==> config.mk <==
export PLATFORM = sky130hd
export DESIGN_NAME = wb_port_arb_flat
export DESIGN_NICKNAME = d
export VERILOG_FILES = /design/src/rtl/wb_port_arb_pkg.sv /design/src/rtl/wb_port_arb_if.sv /design/src/rtl/wb_pend_fifo.sv /design/src/rtl/wb_port_arb.sv /design/src/flat_wrapper.sv
export SDC_FILE = /design/constraint.sdc
export NUM_CORES = 1
export LEC_CHECK = 0
export ABC_CLOCK_PERIOD_IN_PS = 8070
export BUFFER_PORTS_ARGS = -buffer_cell sky130_fd_sc_hd__buf_2
export CAP_MARGIN = 5
export CORE_ASPECT_RATIO = 0.9
export CORE_MARGIN = 4
export CORE_UTILIZATION = 57
export CTS_CLUSTER_DIAMETER = 120
export DETAILED_ROUTE_END_ITERATION = 6
export GPL_ROUTABILITY_DRIVEN = 0
export PLACE_DENSITY = 0.81
export SLEW_MARGIN = 30
export SYNTH_ARGS = -nofsm -noshare
export SYNTH_HDL_FRONTEND = slang
export SYNTH_SLANG_ARGS = --single-unit
export TNS_END_PERCENT = 1
==> constraint.sdc <==
create_clock -name clk -period 8.07 [get_ports clk]
set_input_delay 0.807 -clock clk [delete_from_list [all_inputs] [get_ports clk]]
set_output_delay 0.807 -clock clk [all_outputs]
set_load 0.005 [all_outputs]
==> src/rtl/wb_port_arb_pkg.sv <==
// Shared types and constants for the write-back port arbiter.
package wb_pkg;

  localparam int GPR_AW = 5;
  localparam logic [GPR_AW-1:0] REG_ZERO = 5'd0;

  // One buffered write request; killed marks an entry that a younger
  // pipeline write to the same register has already superseded.
  typedef struct packed {
    logic [GPR_AW-1:0] wd;
    logic [31:0]       wdata;
    logic              killed;
  } wb_req_t;

  // A write to r0 is never a real write.
  function automatic logic is_wr(input logic en, input logic [GPR_AW-1:0] wd);
    return en && (wd != REG_ZERO);
  endfunction

endpackage

==> src/rtl/wb_port_arb_if.sv <==
// Bus bundle between the pipeline / long-latency unit and the WB arbiter.
interface wb_port_arb_if;
  import wb_pkg::*;

  // pipeline MEM-stage result
  logic [GPR_AW-1:0] mem_wd;
  logic              mem_reg;
  logic [31:0]       mem_wdata;
  // long-latency unit return
  logic              lu_valid;
  logic              lu_ready;
  logic [GPR_AW-1:0] lu_wd;
  logic [31:0]       lu_wdata;
  // ID-stage interlock lookup
  logic [GPR_AW-1:0] query_rs;
  logic [GPR_AW-1:0] query_rt;
  logic              pend_rs;
  logic              pend_rt;
  logic              stall_req;
  // registered write-back bundle
  logic [GPR_AW-1:0] wb_wd;
  logic              wb_reg;
  logic [31:0]       wb_wdata;

  // Requesters and consumers of the write port.
  modport master (
    output mem_wd, mem_reg, mem_wdata, lu_valid, lu_wd, lu_wdata, query_rs, query_rt,
    input  lu_ready, pend_rs, pend_rt, stall_req, wb_wd, wb_reg, wb_wdata
  );

  // The arbiter itself.
  modport slave (
    input  mem_wd, mem_reg, mem_wdata, lu_valid, lu_wd, lu_wdata, query_rs, query_rt,
    output lu_ready, pend_rs, pend_rt, stall_req, wb_wd, wb_reg, wb_wdata
  );

endinterface

==> src/rtl/wb_pend_fifo.sv <==
// Circular buffer of pending long-latency writes with kill-by-register
// and two combinational pending-write lookup ports.
module wb_pend_fifo
  import wb_pkg::*;
#(
  parameter int DEPTH = 2
) (
  input  logic                      clk,
  input  logic                      rst,
  input  logic                      push,
  input  wb_req_t                   push_req,
  input  logic                      pop,
  input  logic                      kill_en,
  input  logic [GPR_AW-1:0]         kill_wd,
  input  logic [GPR_AW-1:0]         q_a,
  input  logic [GPR_AW-1:0]         q_b,
  output logic                      hit_a,
  output logic                      hit_b,
  output wb_req_t                   head,
  output logic                      head_live,
  output logic [$clog2(DEPTH):0]    count
);

  localparam int PW = $clog2(DEPTH);

  wb_req_t          slot_reg [DEPTH];
  logic [PW-1:0]    wr_ptr_reg;
  logic [PW-1:0]    rd_ptr_reg;
  logic [PW:0]      count_reg;

  logic [DEPTH-1:0] live;
  logic [DEPTH-1:0] match_a;
  logic [DEPTH-1:0] match_b;

  // Pointer and occupancy bookkeeping; pointers wrap naturally (DEPTH is 2^n).
  always_ff @(posedge clk) begin
    if (rst) begin
      wr_ptr_reg <= '0;
      rd_ptr_reg <= '0;
      count_reg  <= '0;
    end else begin
      if (push) wr_ptr_reg <= wr_ptr_reg + 1'b1;
      if (pop)  rd_ptr_reg <= rd_ptr_reg + 1'b1;
      case ({push, pop})
        2'b10:   count_reg <= count_reg + 1'b1;
        2'b01:   count_reg <= count_reg - 1'b1;
        default: count_reg <= count_reg;
      endcase
    end
  end

  // Slot payload: kill matching entries, then write the incoming one into the free tail slot.
  always_ff @(posedge clk) begin
    for (int i = 0; i < DEPTH; i++) begin
      if (kill_en && (slot_reg[i].wd == kill_wd)) slot_reg[i].killed <= 1'b1;
    end
    if (push) slot_reg[wr_ptr_reg] <= push_req;
  end

  // A slot is occupied when its distance from the read pointer is below count.
  for (genvar gi = 0; gi < DEPTH; gi++) begin : g_slot
    logic [PW-1:0] off;
    assign off         = PW'(gi) - rd_ptr_reg;
    assign live[gi]    = ({1'b0, off} < count_reg) && !slot_reg[gi].killed;
    assign match_a[gi] = live[gi] && (slot_reg[gi].wd == q_a);
    assign match_b[gi] = live[gi] && (slot_reg[gi].wd == q_b);
  end

  assign hit_a     = (q_a != REG_ZERO) && (|match_a);
  assign hit_b     = (q_b != REG_ZERO) && (|match_b);
  assign head      = slot_reg[rd_ptr_reg];
  assign head_live = (count_reg != '0) && !slot_reg[rd_ptr_reg].killed;
  assign count     = count_reg;

endmodule

==> src/rtl/wb_port_arb.sv <==
// Write-back port arbiter: the pipeline always wins the register-file write
// port; long-latency results wait in a small FIFO and drain into idle slots.
module wb_port_arb
  import wb_pkg::*;
#(
  parameter int DEPTH      = 2,
  parameter int STARVE_MAX = 4
) (
  input logic         clk,
  input logic         rst,
  wb_port_arb_if.slave bus
);

  localparam int CW = $clog2(DEPTH) + 1;
  localparam int SW = $clog2(STARVE_MAX + 1);

  logic          pipe_win;
  logic          lu_ready;
  logic          push;
  logic          pop;
  wb_req_t       push_req;
  wb_req_t       head;
  logic          head_live;
  logic [CW-1:0] count;

  logic [GPR_AW-1:0] wb_wd_reg;
  logic              wb_reg_reg;
  logic [31:0]       wb_wdata_reg;
  logic [SW-1:0]     starve_reg;
  logic [SW-1:0]     starve_next;
  logic              stall_reg;
  logic              popped_reg;

  assign pipe_win = is_wr(bus.mem_reg, bus.mem_wd);
  // Ready depends only on state so the unit never sees a combinational path from the pipeline.
  assign lu_ready = !rst && (count < CW'(DEPTH));
  // Writes to r0 are acknowledged but never buffered.
  assign push     = bus.lu_valid && lu_ready && (bus.lu_wd != REG_ZERO);
  assign pop      = !pipe_win && (count != '0);

  assign push_req.wd     = bus.lu_wd;
  assign push_req.wdata  = bus.lu_wdata;
  assign push_req.killed = pipe_win && (bus.lu_wd == bus.mem_wd);

  wb_pend_fifo #(.DEPTH(DEPTH)) u_fifo (
    .clk       (clk),
    .rst       (rst),
    .push      (push),
    .push_req  (push_req),
    .pop       (pop),
    .kill_en   (pipe_win),
    .kill_wd   (bus.mem_wd),
    .q_a       (bus.query_rs),
    .q_b       (bus.query_rt),
    .hit_a     (bus.pend_rs),
    .hit_b     (bus.pend_rt),
    .head      (head),
    .head_live (head_live),
    .count     (count)
  );

  // Registered write-back bundle: pipeline first, then FIFO head, else idle with data held.
  always_ff @(posedge clk) begin
    if (rst) begin
      wb_wd_reg    <= REG_ZERO;
      wb_reg_reg   <= 1'b0;
      wb_wdata_reg <= '0;
    end else if (pipe_win) begin
      wb_wd_reg    <= bus.mem_wd;
      wb_reg_reg   <= 1'b1;
      wb_wdata_reg <= bus.mem_wdata;
    end else if (pop && head_live) begin
      wb_wd_reg    <= head.wd;
      wb_reg_reg   <= 1'b1;
      wb_wdata_reg <= head.wdata;
    end else begin
      wb_reg_reg   <= 1'b0;
    end
  end

  // Starvation count: cycles a live head lost to the pipeline, saturating.
  always_comb begin
    starve_next = starve_reg;
    if (pop || (count == '0)) begin
      starve_next = '0;
    end else if (pipe_win && head_live && (starve_reg < SW'(STARVE_MAX))) begin
      starve_next = starve_reg + 1'b1;
    end
  end

  // Stall request rises when the count saturates and falls one edge after a pop.
  always_ff @(posedge clk) begin
    if (rst) begin
      starve_reg <= '0;
      stall_reg  <= 1'b0;
      popped_reg <= 1'b0;
    end else begin
      starve_reg <= starve_next;
      popped_reg <= pop;
      if (popped_reg) begin
        stall_reg <= 1'b0;
      end else if (starve_next == SW'(STARVE_MAX)) begin
        stall_reg <= 1'b1;
      end
    end
  end

  assign bus.lu_ready  = lu_ready;
  assign bus.wb_wd     = wb_wd_reg;
  assign bus.wb_reg    = wb_reg_reg;
  assign bus.wb_wdata  = wb_wdata_reg;
  assign bus.stall_req = stall_reg;

endmodule

==> src/flat_wrapper.sv <==
// flat-port wrapper written by rule: the top's interface ports become plain ports
module wb_port_arb_flat import wb_pkg::*;
#(
  parameter int DEPTH      = 2,
  parameter int STARVE_MAX = 4
)
  (clk, rst, bus_mem_wd, bus_mem_reg, bus_mem_wdata, bus_lu_valid, bus_lu_wd, bus_lu_wdata, bus_query_rs, bus_query_rt, bus_lu_ready, bus_pend_rs, bus_pend_rt, bus_stall_req, bus_wb_wd, bus_wb_reg, bus_wb_wdata);
  wb_port_arb_if bus_i ();
  input logic clk;
  input logic rst;
  input wire logic [$bits(bus_i.mem_wd)-1:0] bus_mem_wd;
  input wire logic [$bits(bus_i.mem_reg)-1:0] bus_mem_reg;
  input wire logic [$bits(bus_i.mem_wdata)-1:0] bus_mem_wdata;
  input wire logic [$bits(bus_i.lu_valid)-1:0] bus_lu_valid;
  input wire logic [$bits(bus_i.lu_wd)-1:0] bus_lu_wd;
  input wire logic [$bits(bus_i.lu_wdata)-1:0] bus_lu_wdata;
  input wire logic [$bits(bus_i.query_rs)-1:0] bus_query_rs;
  input wire logic [$bits(bus_i.query_rt)-1:0] bus_query_rt;
  output wire logic [$bits(bus_i.lu_ready)-1:0] bus_lu_ready;
  output wire logic [$bits(bus_i.pend_rs)-1:0] bus_pend_rs;
  output wire logic [$bits(bus_i.pend_rt)-1:0] bus_pend_rt;
  output wire logic [$bits(bus_i.stall_req)-1:0] bus_stall_req;
  output wire logic [$bits(bus_i.wb_wd)-1:0] bus_wb_wd;
  output wire logic [$bits(bus_i.wb_reg)-1:0] bus_wb_reg;
  output wire logic [$bits(bus_i.wb_wdata)-1:0] bus_wb_wdata;
  assign bus_i.mem_wd = bus_mem_wd;
  assign bus_i.mem_reg = bus_mem_reg;
  assign bus_i.mem_wdata = bus_mem_wdata;
  assign bus_i.lu_valid = bus_lu_valid;
  assign bus_i.lu_wd = bus_lu_wd;
  assign bus_i.lu_wdata = bus_lu_wdata;
  assign bus_i.query_rs = bus_query_rs;
  assign bus_i.query_rt = bus_query_rt;
  assign bus_lu_ready = bus_i.lu_ready;
  assign bus_pend_rs = bus_i.pend_rs;
  assign bus_pend_rt = bus_i.pend_rt;
  assign bus_stall_req = bus_i.stall_req;
  assign bus_wb_wd = bus_i.wb_wd;
  assign bus_wb_reg = bus_i.wb_reg;
  assign bus_wb_wdata = bus_i.wb_wdata;
  wb_port_arb #(.DEPTH(DEPTH), .STARVE_MAX(STARVE_MAX)) u_core (.clk(clk), .rst(rst), .bus(bus_i));
endmodule
==> flow_summary.toml <==
[worst_setup_path]
reg2reg_slack_ns = 5.29
critPathMaxFanout = 42
worstPathArrival_ns = 3.19
path_cells = "or2_2 -> and2_1 -> buf_4 -> o211ai_1 -> a21oi_1"
path_class = "flop to flop"
critPathSlowestCell = "or2_2"
path_delay_family = "simple AND/OR/NAND/NOR gates"
crit_path_start_kind = "flop"
path_buf_inv = 1
max_stage_delay_ns = 0.75
cp.required_ns = 8.48
worst_setup_path_end_kind = "flop"

[pwr]
leakage_uw = 0.002548
vdd_ir_drop_max_v = 0.0002433
switching_share_pct = 30.04
seq_power_share_pct = 39.2
powerDensity_nw_per_um2 = 303.3
p_int_uw = 1418
pwr-share-comb_pct = 24.4
switchingPower_uw = 608.8
clkPwrFrac_pct = 36.3

[yosys]
netlist_area_um2 = 5300
yosysTopAreaCellShare_pct = 41.93
synth_fa_ha_area_share_pct = 0.4721
synthArstFlopShare_pct = 0
synth_top_area_cell = "edfxtp_1"
seq_area_frac_synth_pct = 60.81
yosys.area_share.simple_pct = 10.32
ys_ff_latch = 124
postSynthAreaPerCell_um2 = 11.80
synth-edff-count = 74
ys_types = 38
ys_warn_count = 0
postSynthCellCount = 449
syn_nets = 539
synth_area_leaders = "edfxtp_1 42%, dfxtp_1 19%, mux2i_1 7.7%, o211ai_1 5.5%, a21oi_1 4.2%"
synth_top_cells_by_count = "74 x edfxtp_1, 50 x dfxtp_1, 44 x a21oi_1, 41 x mux2i_1, 39 x o211ai_1"
synth_compound_area_share_pct = 11.14
synth_ff_type = "edfxtp_1"
synth_top_family_by_area = "compound AO/OA/AOI/OAI gates"
yosysMostFrequentCell = "edfxtp_1"
synth-xor-area-share_pct = 6.445
synthMuxAreaShare_pct = 7.743

[sta]
final_hold_viol_count = 0
min_period_over_period_pct = 34.41
min_period_ns = 2.777
fin_setup_tns_ns = 0
fmax_ghz = 0.3601
skew_ns = 0.005524
rsz0062_at_grt = "false"
slew_violations = 0
setup_viol = 0
worstMarginPinSlew_ns = 0.9568
relSlewSlack_pct = 36.21

[detailed_routing]
drt-total-wl_mm = 13.32
vias = 4147
ant_nets = 0
dr.pass1.iters = 5
drc = 0
first_iter_violations = 219
routedWlPerCell_um = 18.84
routed_via_density = 5.866

[final_layout]
nFillCells = 607
fin_cells = 707
regArea_um2 = 3224
nets = 662
n_antenna_cell = 0
drive_above_1_share_pct = 29.40
multiInputGateArea_um2 = 1949
syn_to_final_growth_pct = 26.06
largest_register_ffs = 76

[clock_tree]
path_clk_slew_ns = 0.06
tritoncts = "built"
clock-sinks = 124
hold_buffers = 0
cts_root_buf = "clkbuf_8"
cts_buffers = 17
clock_latency_ns = 0.50
post_cts_buffers = 0
cts_resized = 0
htree_levels = 4
cts_buffer_depth = 2

[global_route]
first_global_vias = 4416
globalRouteTotalUtil_pct = 24.92
grt_max_degree = 50
grt_first_pass_wirelength_mm = 20.76
grt_overflow_total = 0
antenna_found_initial = 0

[run_status]
status = "completed"

[floorplanning]
core-area_um2 = 9084
placement_rows = 33
dieArea_um2 = 10910
io_pins = 130
die_y_um = 99.48
fp.dieW_um = 109.6
start_util_pct = 58.35

[place]
dp.cells = 674
io_buffers = 129
dp_hpwl_mm = 8.377

[worst_hold_path]
hold_class = "flop to flop"

[run]
cap_violations = 0
-- path summary, 6_finish.rpt --
check                              start                      to  cells after the start
hold reg to reg        u_core.popped_reg    u_core.bus.stall_req                      1
setup / recovery  u_core.u_fifo.count[0]  u_core.bus.wb_wdata[2]                      5
hold / removal         u_core.popped_reg    u_core.bus.stall_req                      1
setup reg to reg  u_core.u_fifo.count[0]  u_core.bus.wb_wdata[2]                      5
-- metrics by stage --
stage / setup WS [ns] / total power [uW] / hold slack, ns / area, um^2 / util, %
2_1_floorplan: 4.847 / 1126 / 0.3753 / 5300 / -
3_3_place_gp: 5.010 / 1263 / 0.3765 / 6017 / 66.24
3_5_place_dp: 5.036 / 1289 / 0.3850 / 6072 / 66.85
4_1_cts: 5.289 / 2030 / 0.3934 / 6654 / 73.25
5_1_grt: 5.127 / 2113 / 0.3996 / 6681 / 73.55
6_report: 5.293 / 2027 / 0.3886 / 6681 / 73.55
-- placed cells by master (no fill, tap or decap), types with 2 or more instances in the layout --
master      count
a21oi_1        44
a41oi_1         2
buf_16          3
buf_2         129
buf_4           4
bufinv_16       3
clkbuf_1        2
clkbuf_16      16
clkbuf_8        2
clkinv_2        4
clkinv_4        2
clkinvlp_4      2
dfxtp_1        49
edfxtp_1       74
ha_1            2
inv_1           4
mux2i_1        40
nand2_1        37
nand3_1        38
nand4_1         5
nor2_1         10
nor2_4          2
nor3_1          8
nor4_1          2
o211ai_1       39
or3_1           2
or4_1           3
xnor2_1        16
xor2_1         23
-- routing by layer --
| metal | vias to the layer above | GRT usage (%) | wire [um] |
|---|---|---|---|
| met4 | 0 | 13.23 | 481 |
| li1 | 1915 | - | - |
| met3 | 50 | 5.646 | 848 |
| met5 | - | 0 | 0 |
| met2 | 189 | 42.66 | 6922 |
| met1 | 1993 | 28.94 | 5066 |
-- area by class of cell --
cell class | count | share of cell area (%)
well taps | 122 | 2.285
inverters | 4 | 0.2247
flip-flops and latches | 124 | 48.26
clock inverters | 12 | 2.191
multi-input cells | 289 | 29.18
repair buffers | 136 | 11.35
clock buffers | 20 | 6.517
-- power groups by stage --
stage,sequential [uW],combinational [uW],clock [uW]
floorplan,798,327,0
global placement,802,461,0
detailed placement,806,483,0
CTS,795,494,742
global route,802,538,774
finish,795,495,736
-- kinds of logic after synthesis --
family / count (synthesis)
AO/OA/AOI/OAI: 93
buffers and inverters: 36
AND/OR/NAND/NOR: 114
XOR/XNOR: 39
flip-flops: 124
adder cells (fa/ha/maj): 2
multiplexers: 41
No activity file was read; power rests on OpenSTA's default activity.
